`config.mk`:
```
export PLATFORM = sky130hd
export DESIGN_NAME = hdlc_tx_frame_ctrl
export DESIGN_NICKNAME = d
export VERILOG_FILES = /design/src/rtl/hdlc_tx_pkg.sv /design/src/rtl/hdlc_tx_bytecnt.sv /design/src/rtl/hdlc_tx_frame_ctrl.sv
export SDC_FILE = /design/constraint.sdc
export NUM_CORES = 1
export LEC_CHECK = 0
export CAP_MARGIN = 10
export CORE_MARGIN = 2
export CORE_UTILIZATION = 55
export CTS_CLUSTER_SIZE = 16
export DETAILED_ROUTE_END_ITERATION = 7
export DONT_BUFFER_PORTS = 1
export PLACE_DENSITY = 0.7
export SLEW_MARGIN = 20
export SYNTH_ARGS = -nofsm -noshare
export SYNTH_HDL_FRONTEND = slang
export SYNTH_SLANG_ARGS = --single-unit
```
`constraint.sdc`:
```
create_clock -name Clk -period 3.78 [get_ports Clk]
set_clock_uncertainty 0.05 [all_clocks]
set_input_delay 0.756 -clock Clk [delete_from_list [all_inputs] [get_ports Clk]]
set_output_delay 0.756 -clock Clk [all_outputs]
set_load 0.03 [all_outputs]
```
`src/rtl/hdlc_tx_pkg.sv`:
```
// Shared HDLC transmit definitions: byte kinds, frame sequencer states and line patterns.
package hdlc_tx_pkg;

  localparam int unsigned BYTE_W = 8;
  localparam int unsigned FCS_W  = 16;
  localparam int unsigned KIND_W = 2;

  localparam logic [BYTE_W-1:0] FLAG_BYTE  = 8'h7E;
  localparam logic [BYTE_W-1:0] ABORT_BYTE = 8'hFE;
  localparam logic [BYTE_W-1:0] IDLE_BYTE  = 8'hFF;

  typedef enum logic [KIND_W-1:0] {
    KIND_IDLE  = 2'd0,
    KIND_FLAG  = 2'd1,
    KIND_DATA  = 2'd2,
    KIND_ABORT = 2'd3
  } tx_kind_t;

  typedef enum logic [2:0] {
    IDLE   = 3'd0,
    START  = 3'd1,
    DATA   = 3'd2,
    FCS_LO = 3'd3,
    FCS_HI = 3'd4,
    END    = 3'd5,
    ABORT  = 3'd6
  } tx_state_t;

  // A frame must carry at least one data byte and fit the buffer.
  function automatic logic sizeInRange(input logic [BYTE_W-1:0] size, input int unsigned maxBytes);
    return (size != 8'd0) && (32'(size) <= maxBytes);
  endfunction

endpackage

```
`src/rtl/hdlc_tx_bytecnt.sv`:
```
// Data byte counter: holds the frame size and flags the slot that takes the last data byte.
module hdlc_tx_bytecnt
  import hdlc_tx_pkg::*;
(
  input  logic              Clk,
  input  logic              Rst,
  input  logic              load,
  input  logic [BYTE_W-1:0] size,
  input  logic              inc,
  output logic              lastByte_c
);

  logic [BYTE_W-1:0] sizeQ;
  logic [BYTE_W-1:0] countQ;

  always_ff @(posedge Clk) begin
    if (Rst) begin
      sizeQ  <= '0;
      countQ <= '0;
    end else if (load) begin
      sizeQ  <= size;
      countQ <= '0;
    end else if (inc) begin
      countQ <= countQ + 8'd1;
    end
  end

  // True while the byte about to be taken brings the count up to the frame size.
  assign lastByte_c = ((countQ + 8'd1) == sizeQ);

endmodule

```
`src/rtl/hdlc_tx_frame_ctrl.sv`:
```
// HDLC transmit byte sequencer: picks idle/flag/data/FCS/abort for each serializer slot
// and generates the Tx status bits.
module hdlc_tx_frame_ctrl
  import hdlc_tx_pkg::*;
#(
  parameter int unsigned MAX_FRAME_BYTES = 126
) (
  input  logic              Clk,
  input  logic              Rst,
  input  logic              Tx_Enable,
  input  logic              Tx_AbortFrame,
  input  logic [BYTE_W-1:0] Tx_FrameSize,
  input  logic [BYTE_W-1:0] Tx_DataOutBuff,
  input  logic              Tx_NewByte,
  input  logic              Tx_FCSDone,
  input  logic [FCS_W-1:0]  Tx_FCS,
  output logic              Tx_RdBuff,
  output logic              Tx_StartFCS,
  output logic              Tx_WriteFCS,
  output logic [BYTE_W-1:0] Tx_Data,
  output logic [KIND_W-1:0] Tx_ByteKind,
  output logic              Tx_ValidFrame,
  output logic              Tx_Done,
  output logic              Tx_AbortedTrans
);

  tx_state_t stateQ, stateD;
  logic      abortPendQ, abortPendD;

  logic accept_c, inFrame_c, abortReq_c, fcsErr_c, abortSlot_c, lastByte_c, cntInc_c;

  logic [BYTE_W-1:0] dataD;
  tx_kind_t          kindD;
  logic              rdD, startD, writeD, validD, doneD, abortedD;

  assign accept_c    = (stateQ == IDLE) && Tx_Enable && sizeInRange(Tx_FrameSize, MAX_FRAME_BYTES);
  assign inFrame_c   = stateQ inside {START, DATA, FCS_LO, FCS_HI, END};
  assign abortReq_c  = Tx_AbortFrame && (accept_c || (stateQ == START) || (Tx_ValidFrame && inFrame_c));
  assign fcsErr_c    = (stateQ == FCS_LO) && !Tx_FCSDone;
  assign abortSlot_c = Tx_NewByte && inFrame_c && (abortPendQ || fcsErr_c);

  hdlc_tx_bytecnt u_bytecnt (
    .Clk        (Clk),
    .Rst        (Rst),
    .load       (accept_c),
    .size       (Tx_FrameSize),
    .inc        (cntInc_c),
    .lastByte_c (lastByte_c)
  );

  always_ff @(posedge Clk) begin
    if (Rst) begin
      stateQ          <= IDLE;
      abortPendQ      <= 1'b0;
      Tx_Data         <= IDLE_BYTE;
      Tx_ByteKind     <= KIND_IDLE;
      Tx_RdBuff       <= 1'b0;
      Tx_StartFCS     <= 1'b0;
      Tx_WriteFCS     <= 1'b0;
      Tx_ValidFrame   <= 1'b0;
      Tx_Done         <= 1'b1;
      Tx_AbortedTrans <= 1'b0;
    end else begin
      stateQ          <= stateD;
      abortPendQ      <= abortPendD;
      Tx_Data         <= dataD;
      Tx_ByteKind     <= kindD;
      Tx_RdBuff       <= rdD;
      Tx_StartFCS     <= startD;
      Tx_WriteFCS     <= writeD;
      Tx_ValidFrame   <= validD;
      Tx_Done         <= doneD;
      Tx_AbortedTrans <= abortedD;
    end
  end

  always_comb begin
    stateD = stateQ;
    if (abortSlot_c) begin
      stateD = ABORT;
    end else begin
      case (stateQ)
        IDLE:    if (accept_c) stateD = START;
        START:   if (Tx_NewByte) stateD = DATA;
        DATA:    if (Tx_NewByte && lastByte_c) stateD = FCS_LO;
        FCS_LO:  if (Tx_NewByte) stateD = FCS_HI;
        FCS_HI:  if (Tx_NewByte) stateD = END;
        END:     if (Tx_NewByte) stateD = IDLE;
        ABORT:   stateD = IDLE;
        default: stateD = IDLE;
      endcase
    end
    // A pending abort only survives while a frame is still being sent.
    abortPendD = 1'b0;
    if ((stateD != IDLE) && (stateD != ABORT)) abortPendD = abortPendQ || abortReq_c;
  end

  always_comb begin
    dataD    = Tx_Data;
    kindD    = tx_kind_t'(Tx_ByteKind);
    rdD      = 1'b0;
    startD   = 1'b0;
    writeD   = 1'b0;
    cntInc_c = 1'b0;
    validD   = Tx_ValidFrame;
    doneD    = Tx_Done;
    abortedD = Tx_AbortedTrans;
    if (abortSlot_c) begin
      dataD    = ABORT_BYTE;
      kindD    = KIND_ABORT;
      validD   = 1'b0;
      abortedD = 1'b1;
    end else begin
      case (stateQ)
        IDLE: begin
          // Entering IDLE after the closing flag retires the frame one cycle later.
          validD = 1'b0;
          if (accept_c) begin
            doneD    = 1'b0;
            abortedD = 1'b0;
          end else begin
            doneD = 1'b1;
          end
          if (Tx_NewByte) begin
            dataD = IDLE_BYTE;
            kindD = KIND_IDLE;
          end
        end
        START: if (Tx_NewByte) begin
          dataD  = FLAG_BYTE;
          kindD  = KIND_FLAG;
          startD = 1'b1;
          validD = 1'b1;
        end
        DATA: if (Tx_NewByte) begin
          dataD    = Tx_DataOutBuff;
          kindD    = KIND_DATA;
          rdD      = 1'b1;
          cntInc_c = 1'b1;
          writeD   = lastByte_c;
        end
        FCS_LO: if (Tx_NewByte) begin
          dataD = Tx_FCS[7:0];
          kindD = KIND_DATA;
        end
        FCS_HI: if (Tx_NewByte) begin
          dataD = Tx_FCS[15:8];
          kindD = KIND_DATA;
        end
        END: if (Tx_NewByte) begin
          dataD = FLAG_BYTE;
          kindD = KIND_FLAG;
        end
        ABORT:   doneD = 1'b1;
        default: ;
      endcase
    end
  end

endmodule

```
Yosys cells after proc, flatten, opt, wreduce, memory -nomap -nowiden
Cells that the tools add are included.
{"block": "word_totals", "ff_bits": 36, "in_bits": 38, "output_inout_bits": 16}
{"block": "classes", "add_sub_neg": 1, "n_lt_le_gt_ge": 1, "n_eq_ne": 20, "mux": 30, "bitwise_logic": 5, "reduce_logical": 39}
{"cell": "$mux 8", "count": 5}
{"cell": "$pmux 8 s5", "count": 1}
{"cell": "$mux 3", "count": 7}
{"cell": "$pmux 3 s6", "count": 1}
{"cell": "$ne 3x3->1 const B", "count": 5}
{"cell": "$reduce_and 6->1", "count": 2}
{"cell": "$logic_and 1x1->1", "count": 10}
{"cell": "$ne 2x2->1 const B", "count": 5}
{"cell": "$reduce_bool 5->1", "count": 2}
{"cell": "$eq 3x3->1 const B", "count": 3}
{"cell": "$mux 1", "count": 9}
{"cell": "$add 8x1->8 const B", "count": 1}
{"cell": "$eq 8x8->1", "count": 1}
{"cell": "$le 8x7->1 const B", "count": 1}
{"cell": "$mux 2", "count": 4}
{"cell": "$reduce_bool 2->1", "count": 4}
{"cell": "$reduce_bool 8->1", "count": 1}
{"cell": "$reduce_or 2->1", "count": 4}
{"cell": "$eq 3x2->1 const B", "count": 2}
{"cell": "$ne 3x1->1 const B", "count": 2}
{"cell": "$pmux 2 s3", "count": 1}
{"cell": "$reduce_and 2->1", "count": 3}
{"cell": "$reduce_bool 6->1", "count": 1}
{"cell": "$reduce_or 3->1", "count": 2}
{"cell": "other kinds (11)", "count": 19}

Logic depth before layout (Yosys ltp)
Gate-level depths: netlist (run 1).
{"block": "depth", "depth_word": 10, "depth_mapped": 7}

Modules after synthesis
Synthesis (run 1) repeated with hierarchy kept, for this count alone.
{"block": "unflattened", "hier_cells": 229, "area_unflattened_um2": 1959.4}
{"mod": "hdlc_tx_frame_ctrl", "n_inst": 1, "cells_per_inst": 133, "area_each_um2": 1088.5}
{"mod": "hdlc_tx_bytecnt", "n_inst": 1, "cells_per_inst": 96, "area_each_um2": 870.8}

Least setup slack after synthesis (run 1)
Ideal clock, no wire load.
{"block": "synth_path", "path_kind": "in2reg", "startpoint": "input port Tx_FrameSize[7]", "endpoint": "register u_bytecnt.sizeQ[4]", "arrival_ns": 1.744, "required_time_ns": 3.613, "slack_ns": 1.870, "cell_stages": 6, "n_path_buf": 1, "cell_sequence": "nor4_1 -> o211ai_1 -> a21oi_2 -> buf_6 -> nor2_1 -> a22o_1"}
{"block": "synth_between", "elab_chain_cells": 3, "word_cells_on_any_way": 4, "classes_between": "order compare (1); reduce/logical (3)"}
{"item": "start: declaration", "line": "hdlc_tx_frame_ctrl.sv:12", "text": "input logic [BYTE_W-1:0] Tx_FrameSize,"}
{"item": "$le 8x7->1 / $reduce_bool 8->1 (equally long branches)", "line": "hdlc_tx_pkg.sv:31", "text": "return (size != 8'd0) && (32'(size) <= maxBytes);"}
{"item": "$logic_and 1x1->1 (*)", "line": "hdlc_tx_pkg.sv:31"}
{"item": "$logic_and 1x1->1 (*)", "line": "hdlc_tx_frame_ctrl.sv:36", "text": "assign accept_c = (stateQ == IDLE) && Tx_Enable && sizeInRange(Tx_FrameSize, MAX_FRAME_BYTES);"}
{"item": "end signal: assignment", "line": "hdlc_tx_bytecnt.sv:21", "text": "sizeQ <= size;"}
{"item": "end: declaration", "line": "hdlc_tx_bytecnt.sv:13", "text": "logic [BYTE_W-1:0] sizeQ;"}
Every way passes the cells marked *; elsewhere a longest branch is shown, timed or not.
A chain may end at the register's enable or synchronous reset.

Worst setup path after layout (run 1)
{"block": "layout_path", "startpoint": "register stateQ[2]", "endpoint": "register u_bytecnt.sizeQ[4]"}
{"block": "layout_between", "elab_chain_cells": 3}
{"item": "start: declaration", "line": "hdlc_tx_frame_ctrl.sv:27", "text": "tx_state_t stateQ, stateD;"}
{"item": "start signal: assignment", "line": "hdlc_tx_frame_ctrl.sv:64", "text": "stateQ <= stateD;"}
{"item": "$logic_not 3->1", "line": "hdlc_tx_frame_ctrl.sv:36"}
{"item": "$logic_and 1x1->1 (2 in a row)", "line": "hdlc_tx_frame_ctrl.sv:36"}
Every way passes these cells.

==> run_results.csv, run 1 <==
group,metric,value,unit
timing,hold_violations,0,
final_layout,layout-drive-gt1-share,10.14,%
cts,cts_buffer_depth,2,
power_and_ir_drop,pwr-share-comb,9.8,%
floorplanning,die_w,63.40,µm
synth,synth_area,1941,µm²
floorplanning,initial_core_util,57.70,%
global_route,busiest_layer,"met2",
synth,syn_inst,224,
timing,slew_viol_final,0,
global_route,use_met3,7.143,%
setup_path,crit_required,3960,ps
setup_path,r2r_slack,1730,ps
placement,io_buffer_count,0,
power_and_ir_drop,p_clk_share,30.4,%
synth,synth.most_common_cell,"dfxtp_1",
floorplanning,die_h,63.40,µm
synth,synth_warnings,0,
cts,path_clk_slew,110,ps
setup_path,worst_setup_path_end_kind,"flop",
synth,ys_ff_latch,36,
routing,wl_per_cell,15.29,µm
global_route,grt_pass1_vias,1458,
setup_path,worstSetupPathType,"reg -> reg",
global_route,grt_overflow_total,0,
placement,hpwl,3.090,mm
global_route,grt_pass1_wl,6.658,mm
cts,insertion_delay,330,ps
timing,max_freq,487.8,MHz
timing,tightest_slew,660.5,ps
cts,cts_buffers,5,
final_layout,area_growth,1.870,%
cts,postCtsSetupRepairBufs,0,
timing,setup_violations,0,
synth,synth_edf_count,0,
synth,synth_nets,263,
power_and_ir_drop,power_density,359.4,nW/µm²
final_layout,fin_area,1977,µm²
global_route,grt_max_degree,20,
synth,synth_commonest_cells,"dfxtp_1, nor2_1, nand2_1",
job,drv_cap,0,
placement,place_ws,1485,ps
synth,syn_area_per_cell,8.663,µm²
power_and_ir_drop,peakVddDrop,0.0002307,V
synth,yosys-top-cells-area,"dfxtp_1, xnor2_1, nor2_1",
final_layout,diodes,0,
routing,drc,0,
placement,gpl.final_weighted_congestion,0.8545,
routing,dr.pass1.iters,4,
synth,synth_ff_type,"dfxtp_1",
setup_path,path_max_fanout,16,
routing,dr.first_iter.drc_count,105,
cts,hold_buffers,0,
final_layout,layout.nets,255,
routing,viasPerCell,6.114,
power_and_ir_drop,internal-power,0.5183,mW
cts,root_buffer,"clkbuf_4",
placement,place_area,1914,µm²
cts,cts_sinks,36,
floorplanning,num_io_pins,54,
timing,min_period,2050,ps
synth,yosysSeqAreaShare,37.14,%
cts,ctsResizeCount,0,
global_route,grt.met2_usage,30.79,%
final_layout,fin_util,58.78,%
cts,cts_tree,"yes",
outcome,status,"finished, final reports clean",
timing,min_period_over_period,54.23,%
timing,rsz0062_at_grt,"no",
cts,htree_levels,2,
synth,async_flop_share,0,%
floorplanning,core,3363,µm²
timing,relSlewSlack,55.90,%
floorplanning,rows,21,
routing,ant_nets,0,
synth,synth_top_area_share,37.14,%
setup_path,arrival,2230,ps
power_and_ir_drop,p_leak,0.6635,nW
routing,drt_wl_total,4.022,mm
setup_path,critPathLaunchType,"flop",
global_route,antenna_found_initial,0,
power_and_ir_drop,p_sw,0.1922,mW
min_path,hold_path.class,"in -> reg",
floorplanning,die_area,4020,µm²
synth,synth_cell_types,51,
power_and_ir_drop,seq_power_share,59.8,%
routing,vias,1608,
synth,synth_top_area_cell,"dfxtp_1",
global_route,grt_use_met1,28.35,%
timing,fin_tns_setup,0,ps
global_route,grt_use_total,21.06,%
power_and_ir_drop,switching_share,27.05,%
timing,postLayoutSetupSlackWorst,1730,ps
[cells in the final DEF (no fill, tap or decap), types with 2 or more instances in the layout]
master     count
a211oi_1       2
a21oi_1       15
a22o_1         3
and2_1         2
clkbuf_4       5
dfxtp_1       36
inv_1          6
mux2_2         6
mux2i_1        5
nand2_1       17
nand2b_1       5
nand3_1       13
nand3b_1       2
nand4_1        3
nor2_1        22
nor3_1         6
nor4_1         4
o211ai_1       2
o21ai_0        5
o21bai_1       2
o221ai_1       7
o2bb2ai_1      2
or3_1          2
xnor2_1       12
xor2_1         7
[critical path, cell delays in order, from the launching register on]
cell,delay (ps)
dfxtp_1,480
nor4_1,340
o211ai_1,180
a21oi_2,500
nor2_1,140
a22o_1,260
[flip-flops by register name, indices dropped and copies added (netlist names), 2 cells and up]
name	count
u_bytecnt.sizeQ	8
stateQ	3
u_bytecnt.countQ	8
Tx_Data	8
Tx_ByteKind	2
[cell type report]
class                           instances  area, µm²
Inverter                                6      22.52
Tap cell                               46      57.56
Fill cell                             321       1386
Sequential cell                        36      720.7
Multi-Input combinational cell        167       1114
Clock buffer                            7      55.05
Clock inverter                          1      7.507
[logic make-up after synthesis]
kind of cell / count (synthesis) / synth area share (%)
multiplexers: 11 / 6.060
flip-flops: 36 / 37.14
adder cells (fa/ha/maj): 1 / 0.6446
buffers and inverters: 21 / 5.480
AND/OR/NAND/NOR: 85 / 23.47
AO/OA/AOI/OAI: 51 / 18.63
XOR/XNOR: 19 / 8.575
[power groups by stage]
stage                     registers [mW]  clock network [mW]  logic, mW
final                              0.425               0.216     0.0694
after global routing               0.427               0.243     0.0782
after CTS                          0.425               0.225     0.0698
after detailed placement           0.434                   0     0.0695
after global placement             0.433                   0     0.0670
after floorplan                    0.424                   0     0.0731
[path summary, 6_finish.rpt]
kind / endpoint / depth (start not counted) / from
worst max-delay path: u_bytecnt.sizeQ[4]$_SDFFE_PP0P_ / 5 / stateQ[2]$_SDFF_PP0_
worst min-delay path: stateQ[1]$_SDFF_PP0_ / 1 / Rst
worst max register to register: u_bytecnt.sizeQ[4]$_SDFFE_PP0P_ / 5 / stateQ[2]$_SDFF_PP0_
worst min register to register: u_bytecnt.sizeQ[7]$_SDFFE_PP0P_ / 1 / u_bytecnt.sizeQ[7]$_SDFFE_PP0P_
[per-layer routing]
metal / up-vias / share of wire (%)
met3: 9 / 7.9
met4: 0 / 1.9
met1: 740 / 45
li1: 797 / -
met2: 62 / 45
met5: - / 0
[per-stage QoR]
step	hold WS, ps	power (mW)	instances
3_3_place_gp	416.7	0.5004	255
2_1_floorplan	401.7	0.4973	224
6_report	426.2	0.7105	263
3_5_place_dp	423.0	0.5033	255
5_1_grt	390.1	0.7482	263
4_1_cts	408.4	0.7193	263
No activity file was read; power rests on OpenSTA's default activity.
==> inputs of run 2 (changes only) <==
--- a/config.mk
+++ b/config.mk
@@ -5,13 +5,14 @@
 export SDC_FILE = /design/constraint.sdc
 export NUM_CORES = 1
 export LEC_CHECK = 0
+export ABC_AREA = 1
 export CAP_MARGIN = 10
 export CORE_MARGIN = 2
 export CORE_UTILIZATION = 55
 export CTS_CLUSTER_SIZE = 16
 export DETAILED_ROUTE_END_ITERATION = 7
 export DONT_BUFFER_PORTS = 1
-export PLACE_DENSITY = 0.7
+export PLACE_DENSITY = 0.73
 export SLEW_MARGIN = 20
 export SYNTH_ARGS = -nofsm -noshare
 export SYNTH_HDL_FRONTEND = slang
==> constraint.sdc (replaced) <==
create_clock -name Clk -period 1.7 [get_ports Clk]
set_clock_uncertainty 0.05 [all_clocks]
set_input_delay 0.34 -clock Clk [delete_from_list [all_inputs] [get_ports Clk]]
set_output_delay 0.34 -clock Clk [all_outputs]
set_load 0.03 [all_outputs]
==> run 2 against run 1 <==
  * Non-clock buffer count grew 14
  * Sequential share of layout area shrank 5.0 points
  * Largest cell class unchanged
  * Final cell count increased by 38%
  * Register-to-register slack worse by 1600 ps
  * Largest power group unchanged
  * Combinational power grew to 4.4 times the previous value
==> run_results.csv, run 2 <==
group,metric,value,unit
routing,viasPerCell,5.296,
timing,hold_violations,0,
timing,relSlewSlack,73.76,%
final_layout,area_growth,12.20,%
synth,yosys-top-cells-area,"dfxtp_1, nand2_1, nand3_1",
global_route,antenna_found_initial,0,
placement,gpl.final_weighted_congestion,0.9055,
routing,wl_per_cell,12.89,µm
setup_path,startpoint,"stateQ[1]$_SDFF_PP0_",
routing,drc,0,
synth,synth_nets,337,
synth,synth_warnings,0,
timing,min_period_over_period,90.53,%
final_layout,mostFrequentLayoutCells,"nand2_1, nor2_1, dfxtp_1, inv_1, nand3_1",
floorplanning,rows,22,
routing,vias,1917,
setup_path,ff2ff_path_depth,10,
synth,synth_top_area_share,34.95,%
timing,setup_violations,0,
setup_path,cpPeakStageDelay,360,ps
cts,root_buffer,"clkbuf_8",
setup_path,crit_path_end,"u_bytecnt.countQ[7]$_SDFFE_PP0P_",
final_layout,layout-drive-gt1-share,19.43,%
timing,tightest_slew,393.1,ps
setup_path,arrival,1680,ps
placement,io_buffer_count,0,
setup_path,worstSetupPathType,"reg -> reg",
timing,min_period,1539,ps
floorplanning,die_w,65.23,µm
setup_path,r2r-end,"u_bytecnt.countQ[7]$_SDFFE_PP0P_",
power_and_ir_drop,p_leak,1.015,nW
cts,insertion_delay,280,ps
timing,rsz0062_at_grt,"no",
cts,cts_buffers,5,
power_and_ir_drop,power_density,831.8,nW/µm²
timing,max_freq,649.8,MHz
placement,hpwl,3.534,mm
cts,path_clk_slew,70,ps
setup_path,reg2reg_from,"stateQ[1]$_SDFF_PP0_",
final_layout,top_regs,"Tx_Data: 8 flops, u_bytecnt.countQ: 8 flops, u_bytecnt.sizeQ: 8 flops",
final_layout,multi_input_area,1196,µm²
power_and_ir_drop,peakVddDrop,0.0005345,V
final_layout,fillers,339,
setup_path,critical-path-slowest-cell,"dfxtp_2",
global_route,grt_pass1_vias,1762,
floorplanning,core,3633,µm²
min_path,hold_path.class,"in -> reg",
final_layout,diodes,0,
routing,ant_nets,0,
cts,cts_buffer_depth,2,
job,drv_cap,0,
synth,synth_edf_count,0,
synth,ys_ff_latch,36,
routing,dr.pass1.iters,4,
final_layout,fin_area,2313,µm²
global_route,grt_use_total,23.98,%
floorplanning,initial_core_util,56.75,%
routing,drt_wl_total,4.665,mm
global_route,grt_pass1_wl,8.010,mm
timing,fin_tns_setup,0,ps
placement,place_area,2156,µm²
setup_path,critPathLaunchType,"flop",
cts,hold_buffers,0,
synth,syn_inst,298,
setup_path,worst_setup_path_end_kind,"flop",
synth,async_flop_share,0,%
routing,dr.first_iter.drc_count,136,
synth,synth_top_area_cell,"dfxtp_1",
setup_path,crit_top_cell,"nor2_4",
cts,htree_levels,2,
final_layout,layout.nets,353,
final_layout,final_common_cell,"nand2_1",
global_route,grt_max_degree,12,
setup_path,cp_cell_sequence,"inv_2 > nor2_4 > nand2_2 > nor2_4 > nor2_4 > nor2_4 > nand2_4 > nand2_4 > nor2_1 > a211oi_1",
final_layout,fin_util,63.67,%
synth,synth_area,2062,µm²
floorplanning,die_h,65.23,µm
synth,synth_commonest_cells,"nand2_1, dfxtp_1, nor2_1",
cts,cts_sinks,36,
synth,syn_area_per_cell,6.919,µm²
floorplanning,die_area,4255,µm²
synth,synth_cell_types,31,
cts,cts_tree,"yes",
synth,synth_ff_type,"dfxtp_1",
final_layout,seq_area,728.2,µm²
timing,slew_viol_final,0,
floorplanning,num_io_pins,54,
setup_path,crit_required,1840,ps
global_route,grt_overflow_total,0,
synth,synth.most_common_cell,"nand2_1",
setup_path,path_max_fanout,11,
setup_path,r2r_slack,160,ps
outcome,status,"finished, final reports clean",
synth,yosysSeqAreaShare,34.95,%
## run 2: cell types whose count changed in the layout (fill, tap and decap cells not counted), sizes merged, moves of 8 or more
cell   delta
xnor2    -11
buf      +14
o21ai     +8
nand2    +67
nand3    +18
nor2     +22
inv      +26
## run 2: worst min path at each step
stage	cells after the start	end	start
after global routing	1	stateQ[2]$_SDFF_PP0_	Rst
after detailed placement	1	stateQ[2]$_SDFF_PP0_	Rst
after floorplan	2	u_bytecnt.sizeQ[2]$_SDFFE_PP0P_	u_bytecnt.sizeQ[2]$_SDFFE_PP0P_
after CTS	1	stateQ[2]$_SDFF_PP0_	Rst
final	1	stateQ[2]$_SDFF_PP0_	Rst
after global placement	1	stateQ[2]$_SDFF_PP0_	Rst
## run 2: logic make-up after synthesis
group	synth area share, %
xor gates and xnor gates	0.8497
DFF	34.95
adders and majority gates	0.6067
AOI/OAI and AO/OA	15.05
and+or+nand+nor	40.35
buffers and inverters	8.192
## run 2: critical path: cells and delay by family, from the launching register on
family,cells,cell delay [ps]
compound gates,1,170
flops,1,360
buf+inv,1,70
simple gates,8,800
## run 2: area by class of cell
type | instances | share of cell area [%]
Sequential cell | 36 | 31.48
Multi-Input combinational cell | 223 | 51.70
Inverter | 34 | 5.516
Timing Repair Buffer | 14 | 4.543
Tap cell | 48 | 2.596
Clock buffer | 7 | 4.164
## run 2: repair_timing
action	CTS	global route
hold endpoints to repair	0	0
buffers inserted	0	4
resized for setup	0	11
setup endpoints to repair	0	13
## run 2: routing by layer
layer	vias up	global-route usage [%]	wire length [µm]
li1	1010	-	-
met1	848	33.72	2294
met2	55	37.24	2095
met3	4	6.164	239
met4	0	4.688	36
met5	-	0	0
## run 2: report_power, final
part	internal, mW	switching, mW
logic	0.119	0.186
clock network	0.361	0.289
registers	0.892	0.0773
## run 2: per-stage QoR
stage	power, mW	hold WS, ps	worst slack, ps	std cells
floorplan	1.216	396.7	183.5	298
global placement	1.278	361.7	108.7	351
detailed placement	1.277	363.7	117.4	351
CTS	1.925	62.46	94.26	358
global route	2.038	43.40	11.84	362
finish	1.924	64.20	161.0	362
==> inputs of run 3 (changes only) <==
--- a/config.mk
+++ b/config.mk
@@ -16,4 +16,5 @@
 export SLEW_MARGIN = 20
 export SYNTH_ARGS = -nofsm -noshare
 export SYNTH_HDL_FRONTEND = slang
+export SYNTH_HIERARCHICAL = 1
 export SYNTH_SLANG_ARGS = --single-unit
==> constraint.sdc (replaced) <==
create_clock -name Clk -period 1.7 [get_ports Clk]
set_clock_uncertainty 0.05 [all_clocks]
set_input_delay 0.085 -clock Clk [delete_from_list [all_inputs] [get_ports Clk]]
set_output_delay 0.085 -clock Clk [all_outputs]
set_load 0.03 [all_outputs]
==> run 3 against run 2 <==
  * Final cell count up 19%
  * Sequential power down 2.2%
  * Global-route usage up 6.6 points
  * Synthesized area down 3.2%
  * The run now ends with negative setup slack left
  * Largest power group unchanged
  * Routed wire length up 28%
  * Register-to-register slack worse by 370 ps
  * Final area up 17%
  * First-iteration DRC count up 37%
  * Largest cell class unchanged
  * Hold slack worse by 47 ps
  * Total power down 8.8%
==> run_results.csv, run 3 <==
group,metric,value,unit
cts,path_clk_slew,110,ps
power_and_ir_drop,switching_share,30.68,%
timing,min_period_over_period,112.0,%
synth,syn_area_per_cell,6.260,µm²
cts,cts_buffer_depth,2,
timing,rsz0062_at_grt,"yes",
placement,hpwl,3.671,mm
global_route,antenna_found_initial,0,
cts,cts_tree,"yes",
routing,drc,0,
final_layout,fillers,252,
cts,cts_buffers,5,
final_layout,mostFrequentLayoutCells,"nand2_1, inv_1, dlygate4sd3_1",
setup_path,r2r_slack,-200,ps
power_and_ir_drop,p_clk_share,26.1,%
floorplanning,die_w,64.26,µm
routing,viasPerCell,5.327,
final_layout,multi_input_area,1099,µm²
floorplanning,num_io_pins,54,
setup_path,crit_required,1940,ps
setup_path,worst_setup_path_end_kind,"flop",
floorplanning,rows,21,
timing,relSlewSlack,59.04,%
final_layout,layout-drive-gt1-share,17.14,%
synth,synth.most_common_cell,"nand2_1",
setup_path,worstSetupPathType,"reg -> reg",
global_route,busiest_layer,"met2",
global_route,grt_overflow_total,0,
routing,ant_nets,0,
routing,dr.first_iter.drc_count,186,
cts,insertion_delay,350,ps
cts,cts_sinks,36,
cts,htree_levels,2,
power_and_ir_drop,p_leak,1.227,nW
outcome,violations,"negative setup slack",
synth,yosysSeqAreaShare,36.09,%
global_route,grt_pass1_vias,2177,
min_path,hold_path.class,"in -> reg",
timing,setup_violations,3,
floorplanning,die_h,64.26,µm
floorplanning,initial_core_util,58.46,%
job,drv_cap,0,
timing,postLayoutSetupSlackWorst,-204.7,ps
final_layout,seq_area,730.7,µm²
power_and_ir_drop,power_density,650.2,nW/µm²
synth,synth_cell_types,25,
synth,synth_ff_type,"dfxtp_1",
floorplanning,core,3416,µm²
power_and_ir_drop,seq_power_share,54.0,%
synth,synth_warnings,6,
synth,syn_inst,319,
synth,synth_top_area_cell,"dfxtp_1",
placement,place_ws,-188.7,ps
setup_path,critPathLaunchType,"flop",
timing,max_freq,525.0,MHz
final_layout,diodes,0,
global_route,grt_use_total,30.58,%
setup_path,arrival,2140,ps
routing,wl_per_cell,13.89,µm
global_route,grt_pass1_wl,9.653,mm
timing,hold_violations,0,
setup_path,path_max_fanout,4,
routing,drt_wl_total,5.985,mm
global_route,grt_max_degree,16,
synth,ys_ff_latch,36,
synth,synth_area,1997,µm²
global_route,use_met3,7.218,%
global_route,grt.met2_usage,50.00,%
global_route,grt_use_met1,38.42,%
synth,synth_edf_count,0,
routing,dr.pass1.iters,5,
timing,slew_viol_final,0,
timing,tightest_slew,612.3,ps
final_layout,final_common_cell,"nand2_1",
final_layout,area_growth,35.21,%
synth,synth_top_area_share,36.09,%
power_and_ir_drop,internal-power,1.217,mW
timing,fin_tns_setup,-436.0,ps
synth,synth_commonest_cells,"nand2_1, inv_1, dfxtp_1",
power_and_ir_drop,pwr-share-comb,19.9,%
final_layout,layout.nets,423,
timing,min_period,1905,ps
cts,root_buffer,"clkbuf_4",
outcome,status,"complete, but fails checks",
synth,async_flop_share,0,%
placement,io_buffer_count,0,
final_layout,top_regs,"Tx_Data: 8 flops, u_bytecnt/countQ: 8 flops, u_bytecnt/sizeQ: 8 flops",
power_and_ir_drop,peakVddDrop,0.0004723,V
final_layout,fin_util,79.05,%
power_and_ir_drop,p_sw,0.5386,mW
floorplanning,die_area,4129,µm²
synth,yosys-top-cells-area,"dfxtp_1, nand2_1, inv_1",
placement,gpl.final_weighted_congestion,0.8775,
synth,synth_nets,358,
routing,vias,2296,
[run 3: cell types whose count changed after synthesis, moves of 3 or more]
cell | previous run | this run
a22oi_1 | 7 | 1
a211oi_2 | 3 | 0
a211oi_1 | 2 | 5
inv_1 | 30 | 44
nor2_4 | 10 | 3
nand2_2 | 7 | 0
o21ai_0 | 14 | 11
o22ai_1 | 0 | 4
nand2_1 | 73 | 100
nand2_4 | 4 | 0
[run 3: cell families after synthesis]
kind of cell	share of synthesized area, %
AND/OR/NAND/NOR	38.97
buffers and inverters	11.09
AO/OA/AOI/OAI	12.78
flip-flops	36.09
XOR/XNOR	0.4387
adder cells (fa/ha/maj)	0.6265
[run 3: final cells by class]
type	count	area share, %
multi-input cells	228	40.69
clock buffers	7	1.668
clock inverters	1	0.3244
repair buffers	65	21.46
flip-flops and latches	36	27.06
well taps	46	2.132
inverters	48	6.673
[run 3: power groups by stage]
stage	Clock (mW)	Combinational, mW	Sequential [mW]
2_1_floorplan	0	0.188	0.956
3_3_place_gp	0	0.252	0.966
3_5_place_dp	0	0.256	0.967
4_1_cts	0.456	0.332	0.947
5_1_grt	0.511	0.387	0.953
6_report	0.458	0.349	0.948
[run 3: timing repair]
item	4_1_cts	5_1_grt
setup endpoints to repair	3	15
resized for setup	8	10
hold buffers	34	1
setup buffers	9	0
endpoints found under the hold margin	29	1
cloned	0	0
pin swaps	6	1
[run 3: path summary, 6_finish.rpt]
path                                                  startpoint                         endpoint  cells past startpoint
worst min-delay path                                  Tx_NewByte           Tx_WriteFCS$_SDFF_PP0_                      3
worst max register to register  u_bytecnt/countQ[0]$_SDFFE_PP0P_            abortPendQ$_SDFF_PP0_                     14
worst max-delay path            u_bytecnt/countQ[0]$_SDFFE_PP0P_            abortPendQ$_SDFF_PP0_                     14
worst min register to register   u_bytecnt/sizeQ[5]$_SDFFE_PP0P_  u_bytecnt/sizeQ[5]$_SDFFE_PP0P_                      2
[run 3: metrics by stage]
step | instances | hold WS, ps | area (µm²) | power (mW)
floorplan | 319 | 104.1 | 2017 | 1.144
global placement | 383 | 106.2 | 2220 | 1.218
detailed placement | 383 | 107.6 | 2220 | 1.223
CTS | 433 | 6.527 | 2694 | 1.736
global route | 431 | 17.89 | 2700 | 1.852
finish | 431 | 17.27 | 2700 | 1.756
[run 3: per-layer routing]
| layer | wire length (µm) | vias to the layer above |
|---|---|---|
| met4 | 169 | 0 |
| met1 | 2585 | 1008 |
| met2 | 2702 | 126 |
| li1 | - | 1146 |
| met5 | 0 | - |
| met3 | 528 | 16 |
[run 3: worst max-delay path: stages, from the launching register on]
cell	delay (ps)
dfxtp_4	390
ha_4	160
nand3_2	110
nand2_1	120
and2_4	170
nor2_1	40
nor2_1	110
nand3_1	90
nor2_2	130
a21oi_2	70
nor2_1	100
nor2_1	60
a21oi_2	130
nor2_1	50
nor2_1	90
